--- src/rtl/serial_pkg.sv ---
// Shared constants and state encoding for the serial lane scheduler.
package serial_pkg;

  localparam int unsigned NumLanes     = 4;
  localparam int unsigned LaneW        = 2;
  localparam int unsigned SyncSlotsDef = 4;
  localparam logic [7:0]  IdleSymDef   = 8'hBC;

  typedef enum logic [0:0] {
    StSync   = 1'b0,
    StActive = 1'b1
  } state_e;

endpackage

--- src/rtl/rr_arbiter.sv ---
// Combinational 4-way round-robin arbiter; search starts at last+1 and wraps.
module rr_arbiter
  import serial_pkg::*;
(
  input  logic [NumLanes-1:0] req,
  input  logic [LaneW-1:0]    last,
  output logic [NumLanes-1:0] gnt,
  output logic [LaneW-1:0]    idx
);

  logic [LaneW-1:0] cand;

  // First requester found after the previous winner takes the grant.
  always_comb begin
    gnt  = '0;
    idx  = last;
    cand = '0;
    for (int unsigned k = 1; k <= NumLanes; k++) begin
      cand = last + LaneW'(k);
      if (req[cand] && (gnt == '0)) begin
        gnt[cand] = 1'b1;
        idx       = cand;
      end
    end
  end

endmodule

--- src/rtl/serial_lane_sched.sv ---
// Slot scheduler: emits idle sync slots after reset, then grants one lane
// byte per 8-cycle slot to the serializer by round-robin.
module serial_lane_sched
  import serial_pkg::*;
#(
  parameter int unsigned SYNC_SLOTS = SyncSlotsDef,
  parameter logic [7:0]  IDLE_SYM   = IdleSymDef
) (
  input  logic                  clk8f,
  input  logic                  reset_L,
  input  logic                  en,
  input  logic [NumLanes-1:0]   req_valid,
  input  logic [8*NumLanes-1:0] req_data,
  output logic [NumLanes-1:0]   req_ready,
  output logic [8:0]            paralelo,
  output logic [2:0]            bit_idx,
  output logic                  slot_start,
  output logic                  active,
  output logic [LaneW-1:0]      cur_lane
);

  localparam int unsigned CntW = (SYNC_SLOTS > 1) ? $clog2(SYNC_SLOTS) : 1;

  state_e            state_q, state_d;
  logic [2:0]        bit_idx_q, bit_idx_d;
  logic [CntW-1:0]   sync_cnt_q, sync_cnt_d;
  logic [8:0]        par_q, par_d;
  logic [LaneW-1:0]  last_q, last_d;
  logic [LaneW-1:0]  cur_q, cur_d;

  logic                slot_end;
  logic                sync_done;
  logic                grant_ok;
  logic [NumLanes-1:0] gnt;
  logic [LaneW-1:0]    gnt_idx;

  assign slot_end  = (bit_idx_q == 3'd7);
  assign sync_done = (sync_cnt_q == CntW'(SYNC_SLOTS - 1));

  rr_arbiter u_rr_arbiter (
    .req  (req_valid),
    .last (last_q),
    .gnt  (gnt),
    .idx  (gnt_idx)
  );

  // FSM state register.
  always_ff @(posedge clk8f or negedge reset_L) begin
    if (!reset_L) state_q <= StSync;
    else          state_q <= state_d;
  end

  // FSM next state: leave SYNC at the end of the last sync slot.
  always_comb begin
    state_d = state_q;
    unique case (state_q)
      StSync:   if (slot_end && sync_done) state_d = StActive;
      StActive: state_d = StActive;
      default:  state_d = StSync;
    endcase
  end

  // FSM outputs: grants only at slot end in ACTIVE with enable.
  always_comb begin
    active    = (state_q == StActive);
    grant_ok  = active && slot_end && en && (req_valid != '0);
    req_ready = grant_ok ? gnt : '0;
  end

  // Datapath next state: slot counter, sync count and slot word.
  always_comb begin
    bit_idx_d  = bit_idx_q + 3'd1;
    sync_cnt_d = sync_cnt_q;
    par_d      = par_q;
    last_d     = last_q;
    cur_d      = cur_q;
    if ((state_q == StSync) && slot_end && !sync_done) begin
      sync_cnt_d = sync_cnt_q + CntW'(1);
    end
    if (slot_end) begin
      if (grant_ok) begin
        par_d  = {1'b1, req_data[{gnt_idx, 3'b000} +: 8]};
        last_d = gnt_idx;
        cur_d  = gnt_idx;
      end else begin
        par_d = {1'b0, IDLE_SYM};
      end
    end
  end

  // Datapath registers; last grant resets to the top lane so lane 0 wins first.
  always_ff @(posedge clk8f or negedge reset_L) begin
    if (!reset_L) begin
      bit_idx_q  <= '0;
      sync_cnt_q <= '0;
      par_q      <= {1'b0, IDLE_SYM};
      last_q     <= LaneW'(NumLanes - 1);
      cur_q      <= '0;
    end else begin
      bit_idx_q  <= bit_idx_d;
      sync_cnt_q <= sync_cnt_d;
      par_q      <= par_d;
      last_q     <= last_d;
      cur_q      <= cur_d;
    end
  end

  assign paralelo   = par_q;
  assign bit_idx    = bit_idx_q;
  assign slot_start = (bit_idx_q == 3'd0);
  assign cur_lane   = cur_q;

endmodule

--- config.mk ---
export PLATFORM = sky130hd
export DESIGN_NAME = serial_lane_sched
export DESIGN_NICKNAME = d
export VERILOG_FILES = /design/src/rtl/serial_pkg.sv /design/src/rtl/rr_arbiter.sv /design/src/rtl/serial_lane_sched.sv
export SDC_FILE = /design/constraint.sdc
export NUM_CORES = 1
export LEC_CHECK = 0
export CORE_UTILIZATION = 52
export DETAILED_ROUTE_END_ITERATION = 10
export PLACE_DENSITY = 0.95
export SLEW_MARGIN = 15
export SYNTH_ARGS = -nofsm -noshare
export SYNTH_HDL_FRONTEND = slang
export SYNTH_SLANG_ARGS = --single-unit
--- constraint.sdc ---
create_clock -name clk8f -period 8.21 [get_ports clk8f]
set_clock_uncertainty 0.15 [all_clocks]
set_input_delay 1.642 -clock clk8f [delete_from_list [all_inputs] [get_ports clk8f]]
set_output_delay 1.642 -clock clk8f [all_outputs]
set_load 0.01 [all_outputs]
After elaboration in Yosys (flattened, before gate mapping)
Cells that the tools add are included.
{ "word_totals": {"reg_bits": 19, "in_bits": 39, "output_inout_bits": 20, "word_cells": 74} }
{ "op_classes": {"add_sub_neg": 5, "magnitude_cmp": 8, "eq_ne": 2, "shifts": 1, "n_mux": 28, "bitwise": 4, "reduce_logical": 20} }
{ "ops": {"columns": ["operator", "count"], "rows": [
  ["indexed part select 32 x 6 -> 8 bit", 1],
  ["two-way mux 4 bit", 5],
  ["logical AND 1 bit", 13],
  ["logical NOT 4 bit", 3],
  ["< comparator 2 x 3 -> 1 bit (second input constant)", 4],
  ["OR 4 bit", 3],
  ["two-way mux 1 bit", 9],
  ["two-way mux 9 bit", 1],
  ["binary-select mux 1 bit (select 2 bit)", 4],
  ["demux 1 bit (select 2 bit)", 4],
  ["greater-or-equal comparator 2 x 1 -> 1 bit (second input constant)", 4],
  ["two-way mux 2 bit", 4],
  ["adder 2 x 1 -> 2 bit (second input constant)", 2],
  ["adder 2 bit (second input constant)", 2],
  ["nonzero test 4 bit", 1],
  ["adder 3 x 1 -> 3 bit (second input constant)", 1],
  ["== test 3 bit (second input constant)", 1],
  ["logical NOT 3 bit", 1],
  ["== test 2 bit (second input constant)", 1],
  ["one-hot mux 1 bit (2 select lines)", 1],
  ["AND reduction 2 bit", 1],
  ["logical NOT 1 bit", 1],
  ["inverter 1 bit", 1]
]} }

Logic depth before layout (Yosys ltp)
{ "logic_depth": {"depth_word": 17, "ltp_mapped": 15, "ltp_nobuf": 10} }

By module
Synthesis repeated with hierarchy kept, for this count alone.
{ "unflattened": {"cells_unflattened": 135, "area_unflattened_um2": 1576.5} }
{ "by_module_without_submodules": {"columns": ["module", "n_inst", "cells_per_inst", "area_per_inst_um2", "seq_area_each_um2"], "rows": [
  ["serial_lane_sched", 1, 72, 994.7, 484.2],
  ["rr_arbiter", 1, 63, 581.8, 0.0]
]} }

Worst setup path before layout
Ideal clock, no wire load.
{ "synth_timing": {"path_kind": "input -> output", "start": "in req_valid[1]", "end": "out req_ready[0]", "t_arrival_ns": 3.600, "required_ns": 6.418, "setup_slack_ns": 2.818, "stages": 8, "path_buffers": 2, "path_cell_list": "mux4_2 -> a21bo_1 -> buf_6 -> o2111a_1 -> o2111a_2 -> clkbuf_1 -> nand2_1 -> a41oi_1"} }
{ "synth_via": {"elab_chain_cells": 13, "elab_cells_between_ends": 24, "cone_classes": "mux: 13; bitwise: 3; reduce/logical: 8"} }
{ "synth_rtl": {"columns": ["element", "line_no", "text"], "rows": [
  ["start, declared", "serial_lane_sched.sv:12", "input logic [NumLanes-1:0] req_valid,"],
  ["binary-select mux 1 bit (select 2 bit)", "rr_arbiter.sv:20", "if (req[cand] && (gnt == '0)) begin"],
  ["two-way mux 1 bit (not written as such)", "rr_arbiter.sv:20", null],
  ["two-way mux 4 bit", "rr_arbiter.sv:20", null],
  ["logical NOT 4 bit", "rr_arbiter.sv:20", null],
  ["logical AND 1 bit", "rr_arbiter.sv:20", null],
  ["two-way mux 4 bit", "rr_arbiter.sv:20", null],
  ["logical NOT 4 bit", "rr_arbiter.sv:20", null],
  ["logical AND 1 bit", "rr_arbiter.sv:20", null],
  ["two-way mux 4 bit", "rr_arbiter.sv:20", null],
  ["logical NOT 4 bit", "rr_arbiter.sv:20", null],
  ["logical AND 1 bit", "rr_arbiter.sv:20", null],
  ["two-way mux 4 bit", "rr_arbiter.sv:20", null],
  ["two-way mux 4 bit *", "serial_lane_sched.sv:67", "req_ready = grant_ok ? gnt : '0;"],
  ["end, declared", "serial_lane_sched.sv:14", "output logic [NumLanes-1:0] req_ready,"]
]} }
Mark *: on every way between the ends. The rest lies on a longest branch, timed or not. The select of a mux whose other input is x is not followed.

Worst setup path in the final report
{ "layout_timing": {"start": "in req_valid[2]", "end": "out req_ready[0]"} }
The elaborated chain is that of the path after synthesis.

==> flow_summary.rst <==
.. list-table::
   :header-rows: 1

   * - Metric
     - Value
   * - Run status
     - finished, final reports clean
   * - Largest area contributor in the synthesized netlist
     - dfrtp_1
   * - Clock edge transition at the registers on the reported setup and hold paths
     - 0.07 ns
   * - Initial core utilization
     - 54.8%
   * - Top_reg_cell synth
     - dfrtp_1
   * - Final weighted congestion in routability-driven placement
     - 0.912
   * - Peak supply drop
     - 0.190 mV
   * - Number of buffers added to fix hold violations after cts
     - 0
   * - Pin slew with the least headroom to its limit
     - 0.958 ns
   * - Master of the slowest instance on the critical path
     - mux4_2
   * - Top cell by count, worst path
     - clkdlybuf4s50_1
   * - Clock sink count
     - 19
   * - Nets in the synthesized netlist
     - 281
   * - Shortest period the worst path allows
     - 6.74 ns
   * - Antenna Violating Nets Remaining
     - 0
   * - Post-synthesis instance area
     - 2040 µm²
   * - Metal2 WL
     - 2410 µm
   * - Wire length on met3
     - 331 µm
   * - Leakage
     - 1.11 nW
   * - Largest driver fanout on the critical path
     - 23
   * - H-Tree Depth
     - 1
   * - Number of search-and-repair iterations in the first detailed-routing pass
     - 4
   * - Post-Synthesis Cells
     - 230
   * - Standard-cell rows
     - 22
   * - Overall Power
     - 741 µW
   * - TritonCTS clock tree
     - yes
   * - Post-synthesis area per instance
     - 8.85 µm²
   * - Detailed-route via count
     - 2023
   * - Type of the worst min-delay path
     - reg -> reg
   * - Series of cell instances along the critical path
     - clkdlybuf4s50_1 -> mux4_2 -> a21bo_1 -> o21ai_2 -> o2111a_2 -> nand2_1 -> a41oi_1 -> clkdlybuf4s50_1
   * - Sum of routed wire segments on met1
     - 2360 µm
   * - Setup repair after global routing missed its margin
     - false
   * - Area of the multi-input gates
     - 1380 µm²
   * - Post-CTS setup buffer count
     - 0
   * - Final TNS setup
     - 0 ns
   * - Fillers
     - 286
   * - Placed wire-length estimate after detailed placement
     - 3820 µm
   * - Layout-stage area growth over the synthesis result
     - 30.3%
   * - Max-cap violations
     - 0
   * - P per Cell Area
     - 279 nW/µm²
   * - Critical Path Source Type
     - input port
   * - Fmax achieved
     - 148 MHz
   * - Diodes inserted
     - 0
   * - Delay contributed by the slowest stage of the critical path
     - 0.62 ns
   * - Warning count from the yosys run
     - 0
   * - Detail-routed via count per cell
     - 6.22
   * - Design area
     - 2650 µm²
   * - Max Buffers Root-to-Sink
     - 2
   * - Fraction of final layout cells sized beyond drive strength 1
     - 9.39%
   * - Crit path capture type
     - primary output
   * - Cts repair resizes
     - 0
   * - Worst skew pair latency
     - 0.26 ns
   * - Number of global-route vias before repair
     - 1870
   * - Most frequent cell after synthesis
     - inv_1
   * - Worst hold margin
     - 0.330 ns
   * - Antenna violations before repair
     - 0
   * - Wire length of the first global-routing pass
     - 8800 µm
   * - Core Area
     - 3720 µm²
   * - I/O pin cnt
     - 59
   * - Seq. cell area
     - 484 µm²
   * - Net count, final
     - 329
   * - Final setup violation count
     - 0
   * - Routed len/inst
     - 15.9 µm
   * - Critical path class
     - in -> out
   * - Die Width
     - 64.6 µm
   * - CTS Buf Count
     - 3
   * - Largest net degree at the start of global routing
     - 36
   * - Total congestion overflow after global routing
     - 0
   * - Die boundary height
     - 64.6 µm
   * - Floorplan die area
     - 4170 µm²
   * - End-of-flow core utilization
     - 71.4%
   * - Distinct cell type count of the synthesized netlist
     - 54
   * - CP required
     - 6.42 ns
   * - DRT Wirelength
     - 5180 µm
   * - Share of synthesized area occupied by flip-flops and latches
     - 23.8%
   * - Total count of hold-check failures in the final report
     - 0
   * - Remaining routing DRC violations
     - 0
   * - Register bit count reported by yosys
     - 19
   * - Ratio of final minimum period to clock period
     - 82.1%
   * - Number of design-rule violations left by the first detailed-router iteration
     - 235
   * - Highest layer used for signal routing
     - met4
   * - Post-synth EDFFs
     - 0
   * - GRT Overall Usage
     - 27.0%
   * - Port-buffer cells
     - 58
   * - Ys async rst share
     - 100%
   * - Clock root cell
     - clkbuf_8
   * - Top cells by count, synth
     - inv_1, nor2_1, o21ai_0
   * - Area post-placement
     - 2610 µm²
   * - Critical path data arrival time
     - 4.95 ns
   * - Proportion of netlist area held by the largest area contributor
     - 14.8%
   * - Slew Viols, Final
     - 0
   * - Relative max-transition margin
     - 35.7%
   * - Cells taking the most area after synthesis
     - dfrtp_1, dfstp_2, ha_1, inv_1, a221o_1
==> layout by cell type (no fill, tap or decap), drive strengths merged, types with 3 or more instances in the layout <==
cell / instances
o21ai: 17
inv: 28
dfrtp: 12
nor2: 19
a211oi: 11
clkdlybuf4s50: 58
nand4: 3
dfstp: 7
mux4: 4
o32a: 5
o22a: 3
a21oi: 3
a31oi: 6
a221o: 10
mux2i: 9
ha: 12
clkbuf: 4
nand2: 9
a311oi: 3
nand2b: 4
a221oi: 7
and2: 3
and3: 10
o221ai: 3
==> stage by stage <==
step | cells | setup WS (ns)
floorplan | 230 | 2.82
global placement | 321 | 1.58
detailed placement | 321 | 1.52
CTS | 325 | 1.51
global route | 325 | 1.23
finish | 325 | 1.47
==> layer usage <==
| layer | track usage, % | up-vias |
|---|---|---|
| met5 | 0 | - |
| met4 | 10.8 | 0 |
| met3 | 4.05 | 9 |
| met2 | 44.5 | 81 |
| met1 | 35.5 | 956 |
| li1 | - | 977 |
==> path summary, 6_finish.rpt <==
path | startpoint | end | slack (ns) | depth (start not counted)
worst max-delay path | req_valid[2] | req_ready[0] | 1.47 | 8
worst min-delay path | sync_cnt_q[0] | sync_cnt_q[0] | 0.33 | 1
worst max register to register | last_q[0] | paralelo[2] | 3.06 | 10
worst min register to register | sync_cnt_q[0] | sync_cnt_q[0] | 0.33 | 1
max in group asynchronous | reset_L | cur_lane[1] | 5.73 | 1
min in group asynchronous | reset_L | cur_lane[0] | 1.69 | 1
==> worst max-delay path, delay by kind of cell <==
family	cells	cell delay [ns]
compound gates	4	1.50
buf+inv	2	1.07
mux	1	0.62
simple gates	1	0.10
==> cells by family after synthesis <==
| kind of cell | share of synthesized area [%] |
|---|---|
| and+or+nand+nor | 15.3 |
| muxes | 9.40 |
| DFF | 23.8 |
| buffers and inverters | 8.54 |
| xor gates and xnor gates | 2.21 |
| adders and majority gates | 7.38 |
| AOI/OAI and AO/OA | 33.4 |
==> report_power, final <==
group	internal, mW	switching [mW]	total, mW
sequential	0.119	0.0251	0.144
clock	0.0346	0.0318	0.0664
combinational	0.241	0.289	0.531
total	0.395	0.346	0.741
==> layout make-up <==
class | instances | area share [%]
Clock buffer | 4 | 1.70
Tap cell | 48 | 2.26
Inverter | 28 | 3.96
Sequential cell | 19 | 18.3
Timing Repair Buffer | 58 | 21.9
Multi-Input combinational cell | 168 | 51.9
==> registers in the layout (all words and copies together), names as in the netlist <==
| register | cells |
|---|---|
| paralelo | 9 |
| bit_idx | 3 |
| cur_lane | 2 |
| last_q | 2 |
| sync_cnt_q | 2 |
| active | 1 |
No activity file was read; power rests on OpenSTA's default activity.
